File: config.mk
export PLATFORM = sky130hd
export DESIGN_NAME = linebuf_port_arbiter
export DESIGN_NICKNAME = d
export VERILOG_FILES = /design/src/rtl/linebuf_port_arbiter.sv
export SDC_FILE = /design/constraint.sdc
export NUM_CORES = 1
export LEC_CHECK = 0
export ABC_AREA = 1
export BUFFER_PORTS_ARGS = -buffer_cell sky130_fd_sc_hd__buf_4
export CAP_MARGIN = 20
export CORE_MARGIN = 2
export CORE_UTILIZATION = 40
export CTS_CLUSTER_DIAMETER = 40
export DETAILED_ROUTE_END_ITERATION = 8
export GPL_TIMING_DRIVEN = 0
export MAX_ROUTING_LAYER = met4
export SYNTH_ARGS = -nofsm -noshare
export SYNTH_HDL_FRONTEND = slang
export SYNTH_SLANG_ARGS = --single-unit
File: constraint.sdc
create_clock -name clk -period 4.4 [get_ports clk]
set_input_delay 0.88 -clock clk [delete_from_list [all_inputs] [get_ports clk]]
set_output_delay 0.88 -clock clk [all_outputs]
set_load 0.1 [all_outputs]
File: src/rtl/linebuf_port_arbiter.sv
// linebuf_port_arbiter
//   Shares one single-port scanline RAM between the TIA pixel writer and the
//   VGA scanout reader. Reads are latency-critical and win arbitration; writes
//   are queued in a small FIFO and drained in idle slots. A read-streak limit
//   forces a FIFO drain so the writer cannot starve.
//
// Ports
//   clk, rst_n              pixel clock, asynchronous active-low reset
//   wr_valid/wr_ready       TIA write handshake (wr_ready = FIFO not full)
//   wr_addr, wr_data        write address / colour index
//   rd_req/rd_ready         VGA read request (held) / grant this cycle
//   rd_addr                 read address
//   rd_valid, rd_data       registered read return, valid two cycles after grant
//   mem_en, mem_we          RAM access strobe / write select
//   mem_addr, mem_wdata     RAM address / write data (FIFO head)
//   mem_rdata               RAM read data, one cycle after a read access
//   stat_stalls             count of refused reads during forced writes
//
// Build option
//   LINEBUF_ARB_STATS_EN    when defined, builds the saturating stall counter;
//                           otherwise stat_stalls is tied to zero.

module linebuf_port_arbiter #(
  parameter int ADDR_W        = 8,
  parameter int DATA_W        = 7,
  parameter int FIFO_DEPTH    = 4,
  parameter int MAX_RD_STREAK = 3
) (
  input  logic              clk,
  input  logic              rst_n,
  input  logic              wr_valid,
  output logic              wr_ready,
  input  logic [ADDR_W-1:0] wr_addr,
  input  logic [DATA_W-1:0] wr_data,
  input  logic              rd_req,
  output logic              rd_ready,
  input  logic [ADDR_W-1:0] rd_addr,
  output logic              rd_valid,
  output logic [DATA_W-1:0] rd_data,
  output logic              mem_en,
  output logic              mem_we,
  output logic [ADDR_W-1:0] mem_addr,
  output logic [DATA_W-1:0] mem_wdata,
  input  logic [DATA_W-1:0] mem_rdata,
  output logic [15:0]       stat_stalls
);

  localparam int PTR_W = $clog2(FIFO_DEPTH);
  localparam int STK_W = $clog2(MAX_RD_STREAK + 1);
  localparam logic [PTR_W:0]   PTR_ONE    = 1;
  localparam logic [STK_W-1:0] STK_ONE    = 1;
  localparam logic [STK_W-1:0] STK_MAX    = STK_W'(MAX_RD_STREAK);

  typedef enum logic [1:0] {
    GNT_IDLE,
    GNT_READ,
    GNT_WRITE
  } gnt_e;

  // Write FIFO; pointers carry an extra MSB to tell full from empty.
  logic [ADDR_W-1:0] r_fifo_addr [FIFO_DEPTH];
  logic [DATA_W-1:0] r_fifo_data [FIFO_DEPTH];
  logic [PTR_W:0]    r_wr_ptr;
  logic [PTR_W:0]    r_rd_ptr;
  logic [STK_W-1:0]  r_streak;
  logic              r_rd_pend;
  logic              r_rd_valid;
  logic [DATA_W-1:0] r_rd_data;

  logic              w_empty;
  logic              w_full;
  logic              w_force_wr;
  logic              w_push;
  logic              w_pop;
  gnt_e              w_gnt;
  logic [ADDR_W-1:0] w_head_addr;
  logic [DATA_W-1:0] w_head_data;

  assign w_empty     = (r_wr_ptr == r_rd_ptr);
  assign w_full      = (r_wr_ptr[PTR_W] != r_rd_ptr[PTR_W]) &&
                       (r_wr_ptr[PTR_W-1:0] == r_rd_ptr[PTR_W-1:0]);
  assign w_head_addr = r_fifo_addr[r_rd_ptr[PTR_W-1:0]];
  assign w_head_data = r_fifo_data[r_rd_ptr[PTR_W-1:0]];
  assign w_force_wr  = !w_empty && (r_streak == STK_MAX);

  // Full depends on registered pointers only, so a popping full FIFO still
  // refuses the push; rst_n gating keeps the handshake closed during reset.
  assign wr_ready = rst_n && !w_full;
  assign w_push   = wr_valid && wr_ready;
  assign w_pop    = (w_gnt == GNT_WRITE);

  always_comb begin
    w_gnt = GNT_IDLE;
    if (!rst_n)          w_gnt = GNT_IDLE;
    else if (w_force_wr) w_gnt = GNT_WRITE;
    else if (rd_req)     w_gnt = GNT_READ;
    else if (!w_empty)   w_gnt = GNT_WRITE;
  end

  always_comb begin
    mem_en    = 1'b0;
    mem_we    = 1'b0;
    mem_addr  = '0;
    mem_wdata = '0;
    rd_ready  = 1'b0;
    case (w_gnt)
      GNT_WRITE: begin
        mem_en    = 1'b1;
        mem_we    = 1'b1;
        mem_addr  = w_head_addr;
        mem_wdata = w_head_data;
      end
      GNT_READ: begin
        mem_en   = 1'b1;
        mem_addr = rd_addr;
        rd_ready = 1'b1;
      end
      default: ;
    endcase
  end

  always_ff @(posedge clk) begin
    if (w_push) begin
      r_fifo_addr[r_wr_ptr[PTR_W-1:0]] <= wr_addr;
      r_fifo_data[r_wr_ptr[PTR_W-1:0]] <= wr_data;
    end
  end

  always_ff @(posedge clk or negedge rst_n) begin
    if (!rst_n) begin
      r_wr_ptr <= '0;
      r_rd_ptr <= '0;
    end else begin
      if (w_push) r_wr_ptr <= r_wr_ptr + PTR_ONE;
      if (w_pop)  r_rd_ptr <= r_rd_ptr + PTR_ONE;
    end
  end

  always_ff @(posedge clk or negedge rst_n) begin
    if (!rst_n) begin
      r_streak <= '0;
    end else if (w_pop || w_empty) begin
      r_streak <= '0;
    end else if ((w_gnt == GNT_READ) && (r_streak != STK_MAX)) begin
      r_streak <= r_streak + STK_ONE;
    end
  end

  // Grant -> RAM data next cycle -> registered return the cycle after.
  always_ff @(posedge clk or negedge rst_n) begin
    if (!rst_n) begin
      r_rd_pend  <= 1'b0;
      r_rd_valid <= 1'b0;
      r_rd_data  <= '0;
    end else begin
      r_rd_pend  <= (w_gnt == GNT_READ);
      r_rd_valid <= r_rd_pend;
      if (r_rd_pend) r_rd_data <= mem_rdata;
    end
  end

  assign rd_valid = r_rd_valid;
  assign rd_data  = r_rd_data;

`ifdef LINEBUF_ARB_STATS_EN
  logic [15:0] r_stalls;

  always_ff @(posedge clk or negedge rst_n) begin
    if (!rst_n) begin
      r_stalls <= '0;
    end else if (w_force_wr && rd_req && (r_stalls != 16'hFFFF)) begin
      r_stalls <= r_stalls + 16'd1;
    end
  end

  assign stat_stalls = r_stalls;
`else
  assign stat_stalls = '0;
`endif

endmodule

==> impl_metrics.env <==
export IMPL_synth_seq_cells=77
export IMPL_cts_buffers_inserted=9
export IMPL_die_area_sq_mm=0.0100
export IMPL_timing_final_crit_share=0.806
export IMPL_r2r_slack_ns=2.33
export IMPL_antenna_found_initial=0
export IMPL_hold_end="rd_valid"
export IMPL_grt_remaining_overflow=0
export IMPL_die_w_microns=100
export IMPL_p_per_area_mw_per_mm2=630
export IMPL_root_buffer="clkbuf_8"
export IMPL_place_area_sq_mm=0.00437
export IMPL_cts_htree_levels=3
export IMPL_min_path_type="reg2reg"
export IMPL_worstPathMaxFanout=24
export IMPL_drv_cap=0
export IMPL_yosys_top_cells_area="edfxtp_1 49%, dfrtp_1 12%, nand2_1 7.6%, inv_1 5.0%, buf_4 3.5%"
export IMPL_start_util=0.405
export IMPL_dr_pass1_iters=4
export IMPL_met3_usage=0.0327
export IMPL_postCtsHoldBufs=0
export IMPL_tritoncts="yes"
export IMPL_cts_resized=0
export IMPL_finalCriticalPeriod_ns=3.54
export IMPL_drt_iter0_drc=149
export IMPL_relSlewSlack=0.375
export IMPL_ioPinCount=77
export IMPL_grtUsageMet2=0.265
export IMPL_vias=2508
export IMPL_clk_pin_slew_worst_paths_ns=0.07
export IMPL_tightest_slew_ns=0.936
export IMPL_dpl_hpwl_mm=5.22
export IMPL_rows=35
export IMPL_rsz0062_at_grt="no"
export IMPL_r2r_end="r_fifo_data[0][1]"
export IMPL_post_cts_buffers=0
export IMPL_grt_busiest_layer="met2"
export IMPL_grt_max_degree=25
export IMPL_final_net_count=480
export IMPL_setup_viol_count_final=0
export IMPL_clk_latency_ns=0.34
export IMPL_postRouteAntennaNets=0
export IMPL_core_sq_mm=0.00911
export IMPL_critPathLaunchType="input pin"
export IMPL_avgRoutedWirePerCell_microns=13.5
export IMPL_layout_drive_gt1_share=0.304
export IMPL_r2r_start="r_rd_ptr[1]"
export IMPL_grtUsageMet1=0.210
export IMPL_finClkSkew_ns=0.00730
export IMPL_yosys_area_top_type="edfxtp_1"
export IMPL_route_detailed_drc=0
export IMPL_syn_instance_count=348
export IMPL_ir_drop_v=0.000274
export IMPL_p_leak_nw=2.06
export IMPL_numPortBuffers=60
export IMPL_synth_area_per_cell_sq_um=10.6
export IMPL_finalWirelength_mm=7.46
export IMPL_critPathArrivalTime_ns=2.66
export IMPL_areaGrowthSynthToFinish_pct=23.8
export IMPL_syn_area_sq_mm=0.00368
export IMPL_report_final_slew_viol_count=0
export IMPL_critPathKind="in2out"
export IMPL_status="finished, final reports clean"
export IMPL_ys_seq_area_frac=0.604
export IMPL_worstPathRequired_ns=3.52
export IMPL_synth_top_area_frac=0.489
export IMPL_holdPathStages=0
export IMPL_antennaDiodeCount=0
export IMPL_r2r_cells=7
export IMPL_hp_start="r_rd_pend"
export IMPL_clock_sinks=77
export IMPL_timing_fmax_ghz=0.282
export IMPL_vias_per_cell=4.54
export IMPL_yosysUniqueCellTypes=26
export IMPL_cts_max_path_buffers=2
export IMPL_final_area_sq_mm=0.00456
export IMPL_grt_pass1_wl_mm=12.0
export IMPL_hold_viol_final=0
export IMPL_yosysWarnings=0
export IMPL_fin_tns_setup_ns=0
export IMPL_grtUsageTotal=0.164
export IMPL_first_global_vias=2464
export IMPL_gp_congestion=0.741
export IMPL_endpoint_kind="output port"
export IMPL_die_h_microns=100
final cells by class:
cell class                      count  area, sq um
Buffer                             30          235
Clock buffer                        9          124
Clock inverter                      7         66.3
Fill cell                         854         4550
Inverter                           52          205
Multi-Input combinational cell    204         1080
Sequential cell                    77         2230
Tap cell                          111          139
Timing Repair Buffer               62          480
report_power, final:
| group | leakage, nW | switching (mW) | internal (mW) |
|---|---|---|---|
| registers | 0.753 | 0.0576 | 0.909 |
| clock network | 0.0903 | 0.253 | 0.258 |
| logic | 1.22 | 1.01 | 0.388 |
synthesized netlist by cell type:
library cell and instances:
inv_6 2, buf_1 1, xor2_1 4, inv_2 1, a21oi_2 9, nand3_2 1
o21ai_0 10, nand4_1 3, nand2_2 3, nand2_1 75, buf_4 17, o21ai_1 5
nand3_4 2, clkbuf_2 1, a21oi_1 8, mux2_2 7, nor2_1 33, nand3_1 17
inv_1 49, ha_1 10, conb_1 1, dfrtp_1 17, edfxtp_1 60, buf_2 4
buf_6 7, o211ai_1 1
cell usage in the layout (no fill, tap or decap), types with 2 or more instances in the layout:
cell type / instances
inv_6: 2
xor2_1: 4
buf_8: 2
nand4_1: 3
conb_1: 16
buf_6: 7
edfxtp_1: 60
inv_1: 49
a21oi_2: 9
buf_4: 77
o21ai_1: 5
nand3_1: 17
nand3_4: 2
o21ai_0: 10
mux2_2: 7
a21oi_1: 8
nor2_1: 29
dfrtp_1: 17
clkbuf_8: 9
clkinvlp_4: 2
nand2_1: 75
nand2_2: 3
nor2_2: 4
buf_2: 4
clkinv_1: 2
ha_1: 10
metal layers:
layer / part of all wire / wire (microns)
met3: 0.046 / 341
met1: 0.48 / 3540
met4: 0.014 / 102
met2: 0.47 / 3470
met5: 0 / 0
worst max-delay path: stages:
cell     delay (ns)
buf_4          0.28
nand2_1        0.11
a21oi_2        0.17
ha_1           0.27
buf_1          0.31
nand2_1        0.15
a21oi_2        0.18
buf_4          0.30
worst max-delay path by stage:
stage | start | endpoint | depth (start not counted)
2_1_floorplan | rd_req | mem_addr[0] | 6
3_3_place_gp | rst_n | mem_addr[0] | 8
3_5_place_dp | rst_n | mem_addr[0] | 8
4_1_cts | r_rd_ptr[1] | mem_addr[0] | 11
5_1_grt | r_rd_ptr[1] | mem_addr[0] | 11
6_report | rst_n | mem_addr[0] | 8
kinds of logic (layout without fill, tap and decap cells):
family	after synthesis	in the layout	synth area share
simple gates	134	134	0.156
xor+xnor	4	4	0.00951
compound gates	33	33	0.0547
mux	7	7	0.0214
buf+inv	82	160	0.120
flops	77	77	0.604
other cells	1	16	0.00102
fa+ha+maj	10	10	0.0340
flip-flops by register name (all words and copies together) (netlist names):
signal	flops
r_fifo_addr	32
r_fifo_data	28
rd_data	7
r_rd_ptr	3
r_wr_ptr	3
r_streak	2
r_rd_pend	1
rd_valid	1
per-stage QoR:
stage | cells | worst slack, ns | utilization | power [mW] | hold slack [ns]
2_1_floorplan | 363 | 0.265 | - | 2.06 | 0.349
3_3_place_gp | 534 | 0.817 | 0.475 | 2.36 | 0.353
3_5_place_dp | 536 | 0.800 | 0.480 | 2.39 | 0.354
4_1_cts | 552 | 0.787 | 0.501 | 2.91 | 0.371
5_1_grt | 552 | 0.588 | 0.501 | 3.06 | 0.393
6_report | 552 | 0.856 | 0.501 | 2.87 | 0.370
No activity file was read; power rests on OpenSTA's default activity.
